===== config.mk =====
export PLATFORM = sky130hd
export DESIGN_NAME = xif_acc_dispatcher
export DESIGN_NICKNAME = d
export VERILOG_FILES = /design/src/rtl/xif_acc_dispatcher.sv
export SDC_FILE = /design/constraint.sdc
export NUM_CORES = 1
export LEC_CHECK = 0
export BUFFER_PORTS_ARGS = -buffer_cell sky130_fd_sc_hd__buf_2
export CAP_MARGIN = 15
export CELL_PAD_IN_SITES_DETAIL_PLACEMENT = 0
export CELL_PAD_IN_SITES_GLOBAL_PLACEMENT = 2
export CORE_AREA = 2 2 235 237
export CTS_BUF_LIST = sky130_fd_sc_hd__clkbuf_4 sky130_fd_sc_hd__clkbuf_8
export DETAILED_ROUTE_END_ITERATION = 10
export DIE_AREA = 0 0 237 239
export PLACE_DENSITY_LB_ADDON = 0.1
export SYNTH_ARGS = -nofsm -noshare
export SYNTH_HDL_FRONTEND = slang
export SYNTH_SLANG_ARGS = --single-unit

===== constraint.sdc =====
create_clock -name clk -period 5.2 [get_ports clk]
set_clock_uncertainty 0.2 [all_clocks]
set_input_delay 0.26 -clock clk [delete_from_list [all_inputs] [get_ports clk]]
set_output_delay 0.26 -clock clk [all_outputs]
set_load 0.03 [all_outputs]

===== src/rtl/xif_acc_dispatcher.sv =====
// xif_acc_dispatcher
//
// Fans a single CV-X-IF coprocessor port out to NUM_ACC accelerators.
// Issue transactions are routed by major opcode, and every accepted instruction
// ID is remembered so that later register, commit and kill transactions reach
// the same unit. Results from all units are merged round-robin into one
// registered result channel back to the core.
//
// Ports
//   clk, rst                      clock, asynchronous active-high reset
//   issue_* / register_* / commit_*   core-side request channels
//   result_*                      registered result channel to the core
//   acc_issue_* / acc_register_*  per-unit valid/ready; instr, id and operands
//                                 are broadcast unmodified on shared buses
//   acc_commit_*                  per-unit commit valid, broadcast id/kill
//   acc_result_*                  per-unit result channels, packed NUM_ACC x field
//
// ACC_OPCODES lists accelerator 0 as the leftmost (most significant) entry of
// the concatenation, so the default {7'h5B, 7'h2B} gives unit 0 = 0x5B and
// unit 1 = 0x2B.
module xif_acc_dispatcher #(
    parameter int                   NUM_ACC         = 2,
    parameter logic [NUM_ACC*7-1:0] ACC_OPCODES     = {7'h5B, 7'h2B},
    parameter int                   ID_WIDTH        = 4,
    parameter int                   NUM_RS          = 2,
    parameter int                   XLEN            = 64,
    parameter int                   MAX_OUTSTANDING = 4
) (
    input  logic                        clk,
    input  logic                        rst,
    input  logic                        issue_valid_i,
    output logic                        issue_ready_o,
    input  logic [31:0]                 issue_instr_i,
    input  logic [ID_WIDTH-1:0]         issue_id_i,
    output logic                        issue_accept_o,
    output logic                        issue_writeback_o,
    input  logic                        register_valid_i,
    output logic                        register_ready_o,
    input  logic [ID_WIDTH-1:0]         register_id_i,
    input  logic [NUM_RS*XLEN-1:0]      rs_i,
    input  logic [NUM_RS-1:0]           rs_valid_i,
    input  logic                        commit_valid_i,
    input  logic [ID_WIDTH-1:0]         commit_id_i,
    input  logic                        commit_kill_i,
    output logic                        result_valid_o,
    input  logic                        result_ready_i,
    output logic [ID_WIDTH-1:0]         result_id_o,
    output logic [XLEN-1:0]             result_data_o,
    output logic [4:0]                  result_rd_o,
    output logic                        result_we_o,
    output logic [NUM_ACC-1:0]          acc_issue_valid_o,
    input  logic [NUM_ACC-1:0]          acc_issue_ready_i,
    input  logic [NUM_ACC-1:0]          acc_accept_i,
    input  logic [NUM_ACC-1:0]          acc_writeback_i,
    output logic [31:0]                 acc_issue_instr_o,
    output logic [ID_WIDTH-1:0]         acc_issue_id_o,
    output logic [NUM_ACC-1:0]          acc_register_valid_o,
    input  logic [NUM_ACC-1:0]          acc_register_ready_i,
    output logic [ID_WIDTH-1:0]         acc_register_id_o,
    output logic [NUM_RS*XLEN-1:0]      acc_rs_o,
    output logic [NUM_RS-1:0]           acc_rs_valid_o,
    output logic [NUM_ACC-1:0]          acc_commit_valid_o,
    output logic [ID_WIDTH-1:0]         acc_commit_id_o,
    output logic                        acc_commit_kill_o,
    input  logic [NUM_ACC-1:0]          acc_result_valid_i,
    output logic [NUM_ACC-1:0]          acc_result_ready_o,
    input  logic [NUM_ACC*ID_WIDTH-1:0] acc_result_id_i,
    input  logic [NUM_ACC*XLEN-1:0]     acc_result_data_i,
    input  logic [NUM_ACC*5-1:0]        acc_result_rd_i,
    input  logic [NUM_ACC-1:0]          acc_result_we_i
);

    localparam int NUM_IDS = 1 << ID_WIDTH;
    localparam int CNT_W   = $clog2(MAX_OUTSTANDING + 1);
    localparam int ACC_W   = (NUM_ACC > 1) ? $clog2(NUM_ACC) : 1;
    localparam logic [CNT_W-1:0] CNT_MAX = CNT_W'(MAX_OUTSTANDING);

    logic [NUM_IDS-1:0]              busy_q, busy_d, wb_q, wb_d;
    logic [NUM_IDS-1:0][ACC_W-1:0]   acc_q, acc_d;
    logic [NUM_ACC-1:0][CNT_W-1:0]   count_q, count_d;
    logic [ACC_W-1:0]                rr_q, rr_d;
    logic                            result_valid_q, result_valid_d;
    logic [ID_WIDTH-1:0]             result_id_q, result_id_d;
    logic [XLEN-1:0]                 result_data_q, result_data_d;
    logic [4:0]                      result_rd_q, result_rd_d;
    logic                            result_we_q, result_we_d;

    logic                hit, issue_stall, issue_fire;
    logic [ACC_W-1:0]    hit_idx, reg_acc, commit_acc, grant_idx, cand;
    logic                commit_free, req_found, grant, grant_free;
    logic [ID_WIDTH-1:0] grant_id;

    // Unpacked views of the per-unit opcode and result fields
    logic [6:0]          acc_opcode [NUM_ACC];
    logic [ID_WIDTH-1:0] res_id     [NUM_ACC];
    logic [XLEN-1:0]     res_data   [NUM_ACC];
    logic [4:0]          res_rd     [NUM_ACC];

    for (genvar g = 0; g < NUM_ACC; g++) begin : g_unit
        assign acc_opcode[g] = ACC_OPCODES[(NUM_ACC-1-g)*7 +: 7];
        assign res_id[g]     = acc_result_id_i[g*ID_WIDTH +: ID_WIDTH];
        assign res_data[g]   = acc_result_data_i[g*XLEN +: XLEN];
        assign res_rd[g]     = acc_result_rd_i[g*5 +: 5];
    end

    // Payloads are broadcast; only the valids are steered per unit
    assign acc_issue_instr_o = issue_instr_i;
    assign acc_issue_id_o    = issue_id_i;
    assign acc_register_id_o = register_id_i;
    assign acc_rs_o          = rs_i;
    assign acc_rs_valid_o    = rs_valid_i;
    assign acc_commit_id_o   = commit_id_i;
    assign acc_commit_kill_o = commit_kill_i;

    // Descending scan so the lowest matching unit index is the one left standing
    always_comb begin
        hit     = 1'b0;
        hit_idx = '0;
        for (int i = NUM_ACC - 1; i >= 0; i--) begin
            if (issue_instr_i[6:0] == acc_opcode[i]) begin
                hit     = 1'b1;
                hit_idx = ACC_W'(i);
            end
        end
    end

    // Unknown opcodes are answered immediately with accept=0 so the core can
    // raise an illegal-instruction; known opcodes stall on a reused ID or a full unit
    always_comb begin
        issue_stall       = busy_q[issue_id_i] || (count_q[hit_idx] == CNT_MAX);
        acc_issue_valid_o = '0;
        issue_ready_o     = 1'b1;
        issue_accept_o    = 1'b0;
        issue_writeback_o = 1'b0;
        if (hit) begin
            if (issue_stall) begin
                issue_ready_o = 1'b0;
            end else begin
                acc_issue_valid_o[hit_idx] = issue_valid_i;
                issue_ready_o              = acc_issue_ready_i[hit_idx];
                issue_accept_o             = acc_accept_i[hit_idx];
                issue_writeback_o          = acc_writeback_i[hit_idx];
            end
        end
        issue_fire = hit && !issue_stall && issue_valid_i && issue_ready_o && issue_accept_o;
    end

    // Register and commit follow the unit recorded for the ID; unknown IDs
    // are swallowed so a stray transaction cannot block the core
    always_comb begin
        reg_acc              = acc_q[register_id_i];
        acc_register_valid_o = '0;
        register_ready_o     = 1'b1;
        if (busy_q[register_id_i]) begin
            acc_register_valid_o[reg_acc] = register_valid_i;
            register_ready_o              = acc_register_ready_i[reg_acc];
        end
        commit_acc         = acc_q[commit_id_i];
        acc_commit_valid_o = '0;
        acc_commit_valid_o[commit_acc] = commit_valid_i && busy_q[commit_id_i];
        commit_free = commit_valid_i && busy_q[commit_id_i] && (commit_kill_i || !wb_q[commit_id_i]);
    end

    // Round-robin: candidates are scanned from rr_q+NUM_ACC down to rr_q+1 so
    // the unit right after the last grant has the highest priority
    always_comb begin
        req_found = 1'b0;
        grant_idx = rr_q;
        cand      = '0;
        for (int k = NUM_ACC; k >= 1; k--) begin
            cand = ACC_W'((int'(rr_q) + k) % NUM_ACC);
            if (acc_result_valid_i[cand]) begin
                req_found = 1'b1;
                grant_idx = cand;
            end
        end
        grant              = req_found && (!result_valid_q || result_ready_i);
        acc_result_ready_o = '0;
        acc_result_ready_o[grant_idx] = grant;
        grant_id   = res_id[grant_idx];
        // A kill and a result for the same ID in one cycle must only free it once
        grant_free = grant && busy_q[grant_id] && !(commit_free && (commit_id_i == grant_id));
    end

    // Table, counter and output-register next state; frees are applied before
    // the allocation so an allocate of the same ID wins
    always_comb begin
        busy_d = busy_q;
        acc_d  = acc_q;
        wb_d   = wb_q;
        if (commit_free) busy_d[commit_id_i] = 1'b0;
        if (grant_free)  busy_d[grant_id]    = 1'b0;
        if (issue_fire) begin
            busy_d[issue_id_i] = 1'b1;
            acc_d[issue_id_i]  = hit_idx;
            wb_d[issue_id_i]   = issue_writeback_o;
        end
        for (int i = 0; i < NUM_ACC; i++) begin
            count_d[i] = count_q[i]
                       + CNT_W'(issue_fire  && (hit_idx    == ACC_W'(i)))
                       - CNT_W'(commit_free && (commit_acc == ACC_W'(i)))
                       - CNT_W'(grant_free  && (grant_idx  == ACC_W'(i)));
        end
        rr_d           = grant ? grant_idx : rr_q;
        result_valid_d = grant ? 1'b1 : (result_ready_i ? 1'b0 : result_valid_q);
        result_id_d    = result_id_q;
        result_data_d  = result_data_q;
        result_rd_d    = result_rd_q;
        result_we_d    = result_we_q;
        if (grant) begin
            result_id_d   = grant_id;
            result_data_d = res_data[grant_idx];
            result_rd_d   = res_rd[grant_idx];
            result_we_d   = acc_result_we_i[grant_idx];
        end
    end

    always_ff @(posedge clk or posedge rst) begin
        if (rst) begin
            busy_q         <= '0;
            acc_q          <= '0;
            wb_q           <= '0;
            count_q        <= '0;
            rr_q           <= '0;
            result_valid_q <= 1'b0;
            result_id_q    <= '0;
            result_data_q  <= '0;
            result_rd_q    <= '0;
            result_we_q    <= 1'b0;
        end else begin
            busy_q         <= busy_d;
            acc_q          <= acc_d;
            wb_q           <= wb_d;
            count_q        <= count_d;
            rr_q           <= rr_d;
            result_valid_q <= result_valid_d;
            result_id_q    <= result_id_d;
            result_data_q  <= result_data_d;
            result_rd_q    <= result_rd_d;
            result_we_q    <= result_we_d;
        end
    end

    assign result_valid_o = result_valid_q;
    assign result_id_o    = result_id_q;
    assign result_data_o  = result_data_q;
    assign result_rd_o    = result_rd_q;
    assign result_we_o    = result_we_q;

endmodule

==> results of run 1 <==
[registers in the layout, summed over array words and instances, names as in the netlist]
signal          cells
result_we_o         1
result_rd_o         5
result_valid_o      1
result_data_o      64
acc_q              16
result_id_o         4
rr_q                1
busy_q             16
count_q             6
wb_q               16
[kinds of logic after synthesis]
kind of cell / after synthesis
AND/OR/NAND/NOR: 373
buffers and inverters: 242
AO/OA/AOI/OAI: 133
flip-flops: 130
multiplexers: 74
adder cells (fa/ha/maj): 8
XOR/XNOR: 6
[repair_timing]
action / in CTS / in global routing
setup endpoints to repair: 0 / 0
endpoints found under the hold margin: 157 / 0
hold buffers: 152 / 0
[where the power goes]
group / total (uW) / switching, uW / internal, uW
clock: 899 / 480 / 419
combinational: 1290 / 790 / 504
sequential: 1240 / 81.0 / 1160
total: 3430 / 1350 / 2080
[tightest hold or removal path, cell delays in order]
cell and delay (ns):
buf_2 0.11, nand4_1 0.10, nor2_1 0.16, ha_1 0.15
[final timing paths]
kind / slack (ns) / to
setup / recovery: 1.06 / count_q[5]$_DFF_PP0_
min in group asynchronous: 0.25 / result_data_o[37]$_DFFE_PP0N_
setup reg to reg: 1.06 / count_q[5]$_DFF_PP0_
max in group asynchronous: 3.25 / acc_q[4]$_DFFE_PP0P_
hold / removal: 0.08 / count_q[0]$_DFF_PP0_
hold reg to reg: 0.28 / count_q[2]$_DFF_PP0_
[per-layer routing]
metal  wire [um]  vias to the layer above
li1            -                     3621
met1       15800                     3701
met2       17200                      328
met3        3900                       38
met4         418                       16
met5         113                        -
[through the flow]
stage	setup WS, ns	hold WS, ns
2_1_floorplan	1.27	0.160
3_3_place_gp	0.893	0.263
3_5_place_dp	0.717	0.268
4_1_cts	0.993	0.0215
5_1_grt	0.756	0.0571
6_report	1.06	0.0792
[final cells by class]
cell class	count	share of cell area (%)
diodes	4	0.0878
well taps	704	7.73
clock inverters	9	0.725
multi-input cells	594	33.3
clock buffers	22	2.55
repair buffers	449	26.5
flip-flops and latches	130	28.5
inverters	14	0.505
[cell usage in the layout, fill, tap and decap left out, types with 20 or more instances in the layout]
cell and count:
nor2_1 95, mux2i_1 20, mux2_2 31, clkbuf_8 20
mux4_2 20, a31oi_1 73, buf_2 290, nand2_1 189
dfrtp_1 130, dlygate4sd3_1 152
==> impl_metrics.py, run 1 <==
metrics = {
    "outcome": {
        "status": "finished clean",
    },
    "clock_network": {
        "cts.sinks": 130,
        "cts_buffers": 17,
        "max-clock-path-buffers": 2,
        "clk_pin_slew_worst_paths_ns": 0.08,
        "cts_tree": "built",
        "insertion_delay_ns": 0.53,
        "clockRootBuffer": "clkbuf_8",
        "h-tree-depth": 4,
        "post_cts_buffers": 0,
        "ctsResizeCount": 0,
    },
    "critical_path": {
        "critical_path.cell_chain": "and2b_2 -> o21ai_0 -> and2_1 -> a2111oi_0 -> a311o_1 -> nor4b_1 -> o311ai_0 -> fa_1 -> ha_1 -> ha_1 -> xnor2_1 -> xnor2_1",
        "start_kind": "register",
        "critPathLaunch": "rr_q$_DFFE_PP0N_",
        "endpoint_kind": "register",
        "worstSetupPathDepth": 12,
        "critical_path_class": "register to register",
        "path_max_fanout": 9,
        "critPathRequiredTime_ns": 5.45,
        "worstPathArrival_ns": 4.39,
        "critPathMaxStageDelay_ns": 0.52,
        "r2r_cells": 12,
        "cp_slowest_cell": "fa_1",
        "rr_startpoint": "rr_q$_DFFE_PP0N_",
        "cp_num_buf_inv": 0,
        "critical_path.top_delay_family": "simple AND/OR/NAND/NOR gates",
    },
    "grt": {
        "grt_overflow": 0,
        "use_met1_pct": 15.9,
        "grt_pass1_wl_mm": 54.6,
        "antenna_found_initial": 13,
        "grt_max_degree": 87,
        "grt_util_all_layers_pct": 13.3,
        "busiest_layer": "met2",
        "grt_pass1_vias": 8048,
        "globalRouteMet3Util_pct": 7.08,
        "use_met2_pct": 20.6,
    },
    "placement": {
        "hpwl_mm": 27.3,
        "placed_cell_area_um2": 9490,
        "dp_cells": 1739,
        "port_buffers": 290,
        "globalplace.congestion": 0.734,
    },
    "yosys": {
        "netlist_top_cells_area": "dfrtp_1 37%, buf_4 15%, nand2_1 8.2%",
        "synthMuxAreaShare_pct": 11.9,
        "synth_seq_cells": 130,
        "seq_area_frac_synth_pct": 37.5,
        "synth_top_cell_by_area": "dfrtp_1",
        "synth.most_common_cell": "nand2_1",
        "synth_cells": 966,
        "ys_warn_count": 0,
        "synth_nets": 1313,
        "async_flop_share_pct": 100,
        "synth_top_area_share_pct": 37.5,
        "synth_edf_count": 0,
        "netlist_area_um2": 8680,
        "synth_fa_ha_area_share_pct": 1.33,
        "avgSynthCellArea_um2": 8.99,
        "synth-simple-area-share_pct": 19.4,
        "synth_cell_type_count": 67,
        "ys.flop_type": "dfrtp_1",
        "synth-compound-area-share_pct": 10.3,
        "yosys-top-cells-count": "190 x nand2_1, 179 x buf_4, 130 x dfrtp_1",
        "synth_xor_area_share_pct": 0.605,
        "synth_top_family_by_area": "simple AND/OR/NAND/NOR gates",
    },
    "detailed_routing": {
        "drt-total-wl_mm": 37.3,
        "antenna_left": 0,
        "vias_per_cell": 4.00,
        "first_iter_violations": 308,
        "avgRoutedWirePerCell_um": 19.4,
        "drc": 0,
        "num_vias": 7704,
        "firstDrtPassIters": 4,
    },
    "die": {
        "rows": 86,
        "start_util_pct": 16.0,
        "die_h_um": 239,
        "die-area_um2": 56600,
        "num_io_pins": 601,
        "design.core.area_um2": 54300,
        "die-width_um": 237,
    },
    "sta": {
        "fin_crit_ns": 4.14,
        "max_freq_mhz": 242,
        "rsz0062_at_grt": "false",
        "setup_viol": 0,
        "hold_viol": 0,
        "period_share_pct": 79.5,
        "slew_headroom_pct": 35.0,
        "fin_tns_setup_ns": 0,
        "slew_violations": 0,
        "tightestPinTransition_ns": 0.976,
    },
    "final_layout": {
        "layout.nets": 1553,
        "multi_input_area_um2": 3800,
        "final_util_pct": 21.0,
        "final_cell_area_um2": 11400,
        "fill_cells": 6089,
        "areaGrowthSynthToFinish_pct": 31.3,
        "regArea_um2": 3250,
        "stdcell_count": 1926,
        "drive_above_1_share_pct": 33.0,
    },
    "power_and_ir_drop": {
        "ir_drop_mv": 0.103,
        "power_uw": 3430,
        "powerDensity_nw_per_um2": 301,
        "leakage_uw": 0.00515,
    },
    "hold_path": {
        "hold_depth": 4,
        "hp-start": "issue_valid_i",
        "min_path_type": "input port to register",
    },
    "run": {
        "drv_cap": 0,
    },
}
Note: power is estimated with default switching activity, not from simulation.
==> run 2, diff against run 1 <==
- CORE_AREA: 2 2 235 237 -> 2 2 231 233
- DIE_AREA: 0 0 237 239 -> 0 0 233 235
- clock period: 5.2 -> 3.8 ns (I/O delays scaled with it)
==> impl_metrics.py, run 2 (same netlist as run 1, synthesis figures left out) <==
metrics = {
    "critical_path": {
        "critPathLaunch": "rr_q$_DFFE_PP0N_",
        "start_kind": "register",
        "critPathRequiredTime_ns": 4.03,
        "rr_startpoint": "rr_q$_DFFE_PP0N_",
        "path_max_fanout": 5,
        "worstPathArrival_ns": 3.94,
        "endpoint_kind": "register",
        "critical_path_class": "register to register",
    },
    "grt": {
        "grt_max_degree": 146,
        "grt_pass1_vias": 8287,
        "grt_overflow": 0,
        "grt_pass1_wl_mm": 54.8,
        "grt_util_all_layers_pct": 13.8,
        "antenna_found_initial": 10,
    },
    "detailed_routing": {
        "firstDrtPassIters": 4,
        "avgRoutedWirePerCell_um": 18.9,
        "vias_per_cell": 4.05,
        "first_iter_violations": 235,
        "drt-total-wl_mm": 37.3,
        "num_vias": 7967,
        "drc": 0,
        "antenna_left": 0,
    },
    "die": {
        "die-area_um2": 54800,
        "num_io_pins": 601,
        "start_util_pct": 16.6,
        "design.core.area_um2": 52200,
        "die-width_um": 233,
        "die_h_um": 235,
        "rows": 84,
    },
    "clock_network": {
        "clockRootBuffer": "clkbuf_8",
        "clk_pin_slew_worst_paths_ns": 0.08,
        "insertion_delay_ns": 0.55,
        "cts.sinks": 130,
        "cts_buffers": 17,
        "cts_tree": "built",
        "h-tree-depth": 4,
        "max-clock-path-buffers": 2,
    },
    "sta": {
        "rsz0062_at_grt": "true",
        "slew_headroom_pct": 35.2,
        "tightestPinTransition_ns": 0.972,
        "setup_viol": 0,
        "fin_tns_setup_ns": 0,
        "period_share_pct": 97.6,
        "max_freq_mhz": 270,
        "fin_crit_ns": 3.71,
        "hold_viol": 0,
        "slew_violations": 0,
    },
    "hold_path": {
        "min_path_type": "input port to register",
        "hp-start": "issue_id_i[0]",
    },
    "power_and_ir_drop": {
        "leakage_uw": 0.00550,
        "ir_drop_mv": 0.208,
        "powerDensity_nw_per_um2": 406,
        "power_uw": 4880,
    },
    "run": {
        "drv_cap": 0,
    },
    "outcome": {
        "status": "finished clean",
    },
    "final_layout": {
        "final_common_cell": "buf_2",
        "largest_reg_flops": 64,
        "stdcell_count": 1969,
        "areaGrowthSynthToFinish_pct": 38.7,
        "layout_common_cells": "290 x buf_2, 188 x nand2_1, 153 x dlygate4sd3_1, 130 x dfrtp_1, 95 x nor2_1",
        "layout.nets": 1614,
        "final_cell_area_um2": 12000,
        "final_util_pct": 23.0,
        "drive_above_1_share_pct": 37.6,
    },
    "placement": {
        "globalplace.congestion": 0.744,
        "placed_cell_area_um2": 9950,
        "dp_cells": 1782,
        "port_buffers": 290,
        "hpwl_mm": 27.7,
    },
}
-- run 2: worst max-delay path: stages (launching register included) --
cell,delay (ns)
dfrtp_1,0.42
and2b_2,0.24
buf_6,0.14
o21ai_4,0.07
and3_4,0.16
or4_4,0.54
nor4_4,0.37
nor4b_4,0.10
o311a_4,0.15
fa_2,0.57
inv_2,0.04
ha_4,0.15
ha_4,0.16
xnor2_2,0.13
xnor2_1,0.12
-- run 2: final cells by class --
class | count | area [um^2]
fillers | 5790 | 40200
inverters | 14 | 56.3
clock buffers | 22 | 290
flip-flops and latches | 130 | 3250
repair buffers | 510 | 3530
multi-input cells | 594 | 3940
diodes | 2 | 5.00
clock inverters | 9 | 106
well taps | 688 | 861
-- run 2: what timing repair did --
action | in CTS | in global routing
hold buffers | 153 | 0
buffers inserted | 1 | 1
setup endpoints to repair | 2 | 3
endpoints found under the hold margin | 208 | 0
gates resized for setup | 4 | 27
pin swaps | 0 | 13
-- run 2: power by group --
group | total, uW | leakage [uW] | internal, uW | switching [uW]
combinational | 1890 | 0.00371 | 775 | 1120
clock | 1300 | 0.000198 | 642 | 657
sequential | 1690 | 0.00160 | 1580 | 109
total | 4880 | 0.00550 | 3000 | 1880
-- run 2: stage by stage --
step | hold WS [ns] | setup slack, ns
floorplan | 0.0904 | 0.261
global placement | 0.180 | -0.0778
detailed placement | 0.180 | -0.132
CTS | 0.0342 | 0.00852
global route | 0.0872 | -0.0466
finish | 0.0652 | 0.0917
-- run 2: final timing paths --
| path | endpoint | slack (ns) | cells past startpoint |
|---|---|---|---|
| setup reg to reg | count_q[2]$_DFF_PP0_ | 0.09 | 14 |
| hold / removal | busy_q[1]$_DFF_PP0_ | 0.07 | 3 |
| min in group asynchronous | result_data_o[26]$_DFFE_PP0N_ | 0.20 | 4 |
| hold reg to reg | count_q[2]$_DFF_PP0_ | 0.27 | 1 |
| setup / recovery | count_q[2]$_DFF_PP0_ | 0.09 | 14 |
| max in group asynchronous | wb_q[6]$_DFFE_PP0P_ | 2.54 | 4 |
-- run 2: layer usage --
| layer | vias up | track usage (%) | part of all wire [%] |
|---|---|---|---|
| met3 | 39 | 7.68 | 9.9 |
| met4 | 16 | 3.59 | 1.4 |
| met5 | - | 0 | 0.28 |
| li1 | 3746 | - | - |
| met2 | 329 | 21.1 | 45 |
| met1 | 3837 | 16.6 | 43 |
==> run 3, diff against run 2 <==
- CTS_BUF_LIST: sky130_fd_sc_hd__clkbuf_4 sky130_fd_sc_hd__clkbuf_8 -> sky130_fd_sc_hd__clkbuf_16
==> impl_metrics.py, run 3 (same netlist as run 1, synthesis figures left out) <==
metrics = {
    "outcome": {
        "status": "finished clean",
    },
    "clock_network": {
        "h-tree-depth": 4,
        "cts_buffers": 17,
        "cts.sinks": 130,
        "cts_tree": "built",
        "max-clock-path-buffers": 2,
        "clk_pin_slew_worst_paths_ns": 0.06,
        "clockRootBuffer": "clkbuf_16",
        "insertion_delay_ns": 0.48,
    },
    "sta": {
        "fin_crit_ns": 3.70,
        "max_freq_mhz": 270,
        "fin_ws_ns": 0.0974,
        "setup_viol": 0,
        "tightestPinTransition_ns": 0.972,
        "slew_violations": 0,
        "slew_headroom_pct": 35.2,
        "hold_viol": 0,
        "period_share_pct": 97.4,
        "rsz0062_at_grt": "true",
        "hold_slack_ns": 0.0775,
    },
    "final_layout": {
        "areaGrowthSynthToFinish_pct": 39.8,
        "largest_reg_flops": 64,
        "fill_cells": 5781,
        "layout_common_cells": "290 x buf_2, 188 x nand2_1, 147 x dlygate4sd3_1, 130 x dfrtp_1, 95 x nor2_1",
        "drive_above_1_share_pct": 37.4,
        "final_common_cell": "buf_2",
        "layout.nets": 1608,
    },
    "grt": {
        "antenna_found_initial": 10,
        "grt_overflow": 0,
        "grt_max_degree": 146,
        "grt_pass1_wl_mm": 54.7,
        "grt_util_all_layers_pct": 13.7,
        "grt_pass1_vias": 8258,
    },
    "critical_path": {
        "critical_path_class": "register to register",
        "worstPathArrival_ns": 3.86,
        "start_kind": "register",
        "critPathRequiredTime_ns": 3.96,
        "endpoint_kind": "register",
        "path_max_fanout": 5,
    },
    "placement": {
        "port_buffers": 290,
        "globalplace.congestion": 0.744,
        "hpwl_mm": 27.7,
        "pre_cts_slack_ns": -0.132,
    },
    "die": {
        "rows": 84,
        "die_h_um": 235,
        "die-width_um": 233,
        "start_util_pct": 16.6,
        "design.core.area_um2": 52200,
        "die-area_um2": 54800,
        "num_io_pins": 601,
    },
    "detailed_routing": {
        "first_iter_violations": 235,
        "drc": 0,
        "firstDrtPassIters": 4,
        "num_vias": 7932,
        "drt-total-wl_mm": 37.3,
        "vias_per_cell": 4.04,
        "antenna_left": 0,
        "avgRoutedWirePerCell_um": 19.0,
    },
    "power_and_ir_drop": {
        "powerDensity_nw_per_um2": 432,
        "ir_drop_mv": 0.244,
        "leakage_uw": 0.00555,
    },
    "hold_path": {
        "min_path_type": "input port to register",
    },
    "run": {
        "drv_cap": 0,
    },
}
## run 3: cell count changes in the layout (fill, tap and decap cells not counted), sizes merged
cell / delta
clkbuf: -5
inv: +2
dlygate4sd3: -6
clkinv: +3
## run 3: cell type report
| cell class | count | area, um^2 | share of cell area [%] |
|---|---|---|---|
| well taps | 688 | 861 | 7.10 |
| clock buffers | 17 | 425 | 3.51 |
| inverters | 14 | 56.3 | 0.464 |
| diodes | 2 | 5.00 | 0.0413 |
| multi-input cells | 594 | 3940 | 32.5 |
| clock inverters | 14 | 125 | 1.03 |
| flip-flops and latches | 130 | 3250 | 26.8 |
| repair buffers | 504 | 3470 | 28.6 |
## run 3: metrics by stage
step | cells | cell area [um^2] | power [uW] | setup TNS, ns | utilization [%]
6_report | 1963 | 12100 | 5230 | 0 | 23.2
5_1_grt | 1962 | 12100 | 5570 | -0.0652 | 23.2
4_1_cts | 1961 | 12000 | 5310 | 0 | 23.0
3_5_place_dp | 1782 | 9950 | 3310 | -0.197 | 19.1
3_3_place_gp | 1782 | 9950 | 3330 | -0.0778 | 19.1
2_1_floorplan | 966 | 8680 | 2990 | 0 | -
## run 3: metal layers
metal,vias to the layer above,global-route usage (%),share of wire [%]
li1,3742,-,-
met2,336,21.0,45
met5,-,0,0.28
met1,3791,16.6,43
met4,16,4.00,1.5
met3,47,7.35,10
## run 3: power by group
| part | internal, uW | switching (uW) |
|---|---|---|
| clock network | 942 | 708 |
| logic | 772 | 1120 |
| registers | 1590 | 108 |
| total | 3300 | 1930 |
## run 3: critical path, cell delays in order (launching register included)
cell     delay (ns)
dfrtp_1        0.41
and2b_2        0.24
buf_6          0.14
o21ai_4        0.08
and3_4         0.16
or4_4          0.54
nor4_4         0.37
nor4b_4        0.10
o311a_4        0.16
fa_2           0.57
inv_2          0.04
ha_4           0.15
ha_4           0.16
xnor2_2        0.13
xnor2_1        0.12
## run 3: path summary, 6_finish.rpt
kind                       depth (start not counted)                       endpoint  slack (ns)            startpoint
hold / removal                                     3           busy_q[10]$_DFF_PP0_        0.08         issue_id_i[3]
min in group asynchronous                          4  result_data_o[26]$_DFFE_PP0N_        0.27                   rst
max in group asynchronous                          4   result_data_o[6]$_DFFE_PP0N_        2.47                   rst
setup reg to reg                                  14           count_q[2]$_DFF_PP0_         0.1      rr_q$_DFFE_PP0N_
setup / recovery                                  14           count_q[2]$_DFF_PP0_         0.1      rr_q$_DFFE_PP0N_
hold reg to reg                                    1           count_q[2]$_DFF_PP0_        0.27  count_q[2]$_DFF_PP0_
## run 3: timing repair
| action | CTS | global route |
|---|---|---|
| hold buffers | 147 | 0 |
| gates cloned | 0 | 0 |
| pin swaps | 0 | 13 |
| resized for setup | 3 | 28 |
| setup endpoints to repair | 2 | 3 |
| buffers inserted | 1 | 1 |
| hold endpoints to repair | 203 | 0 |
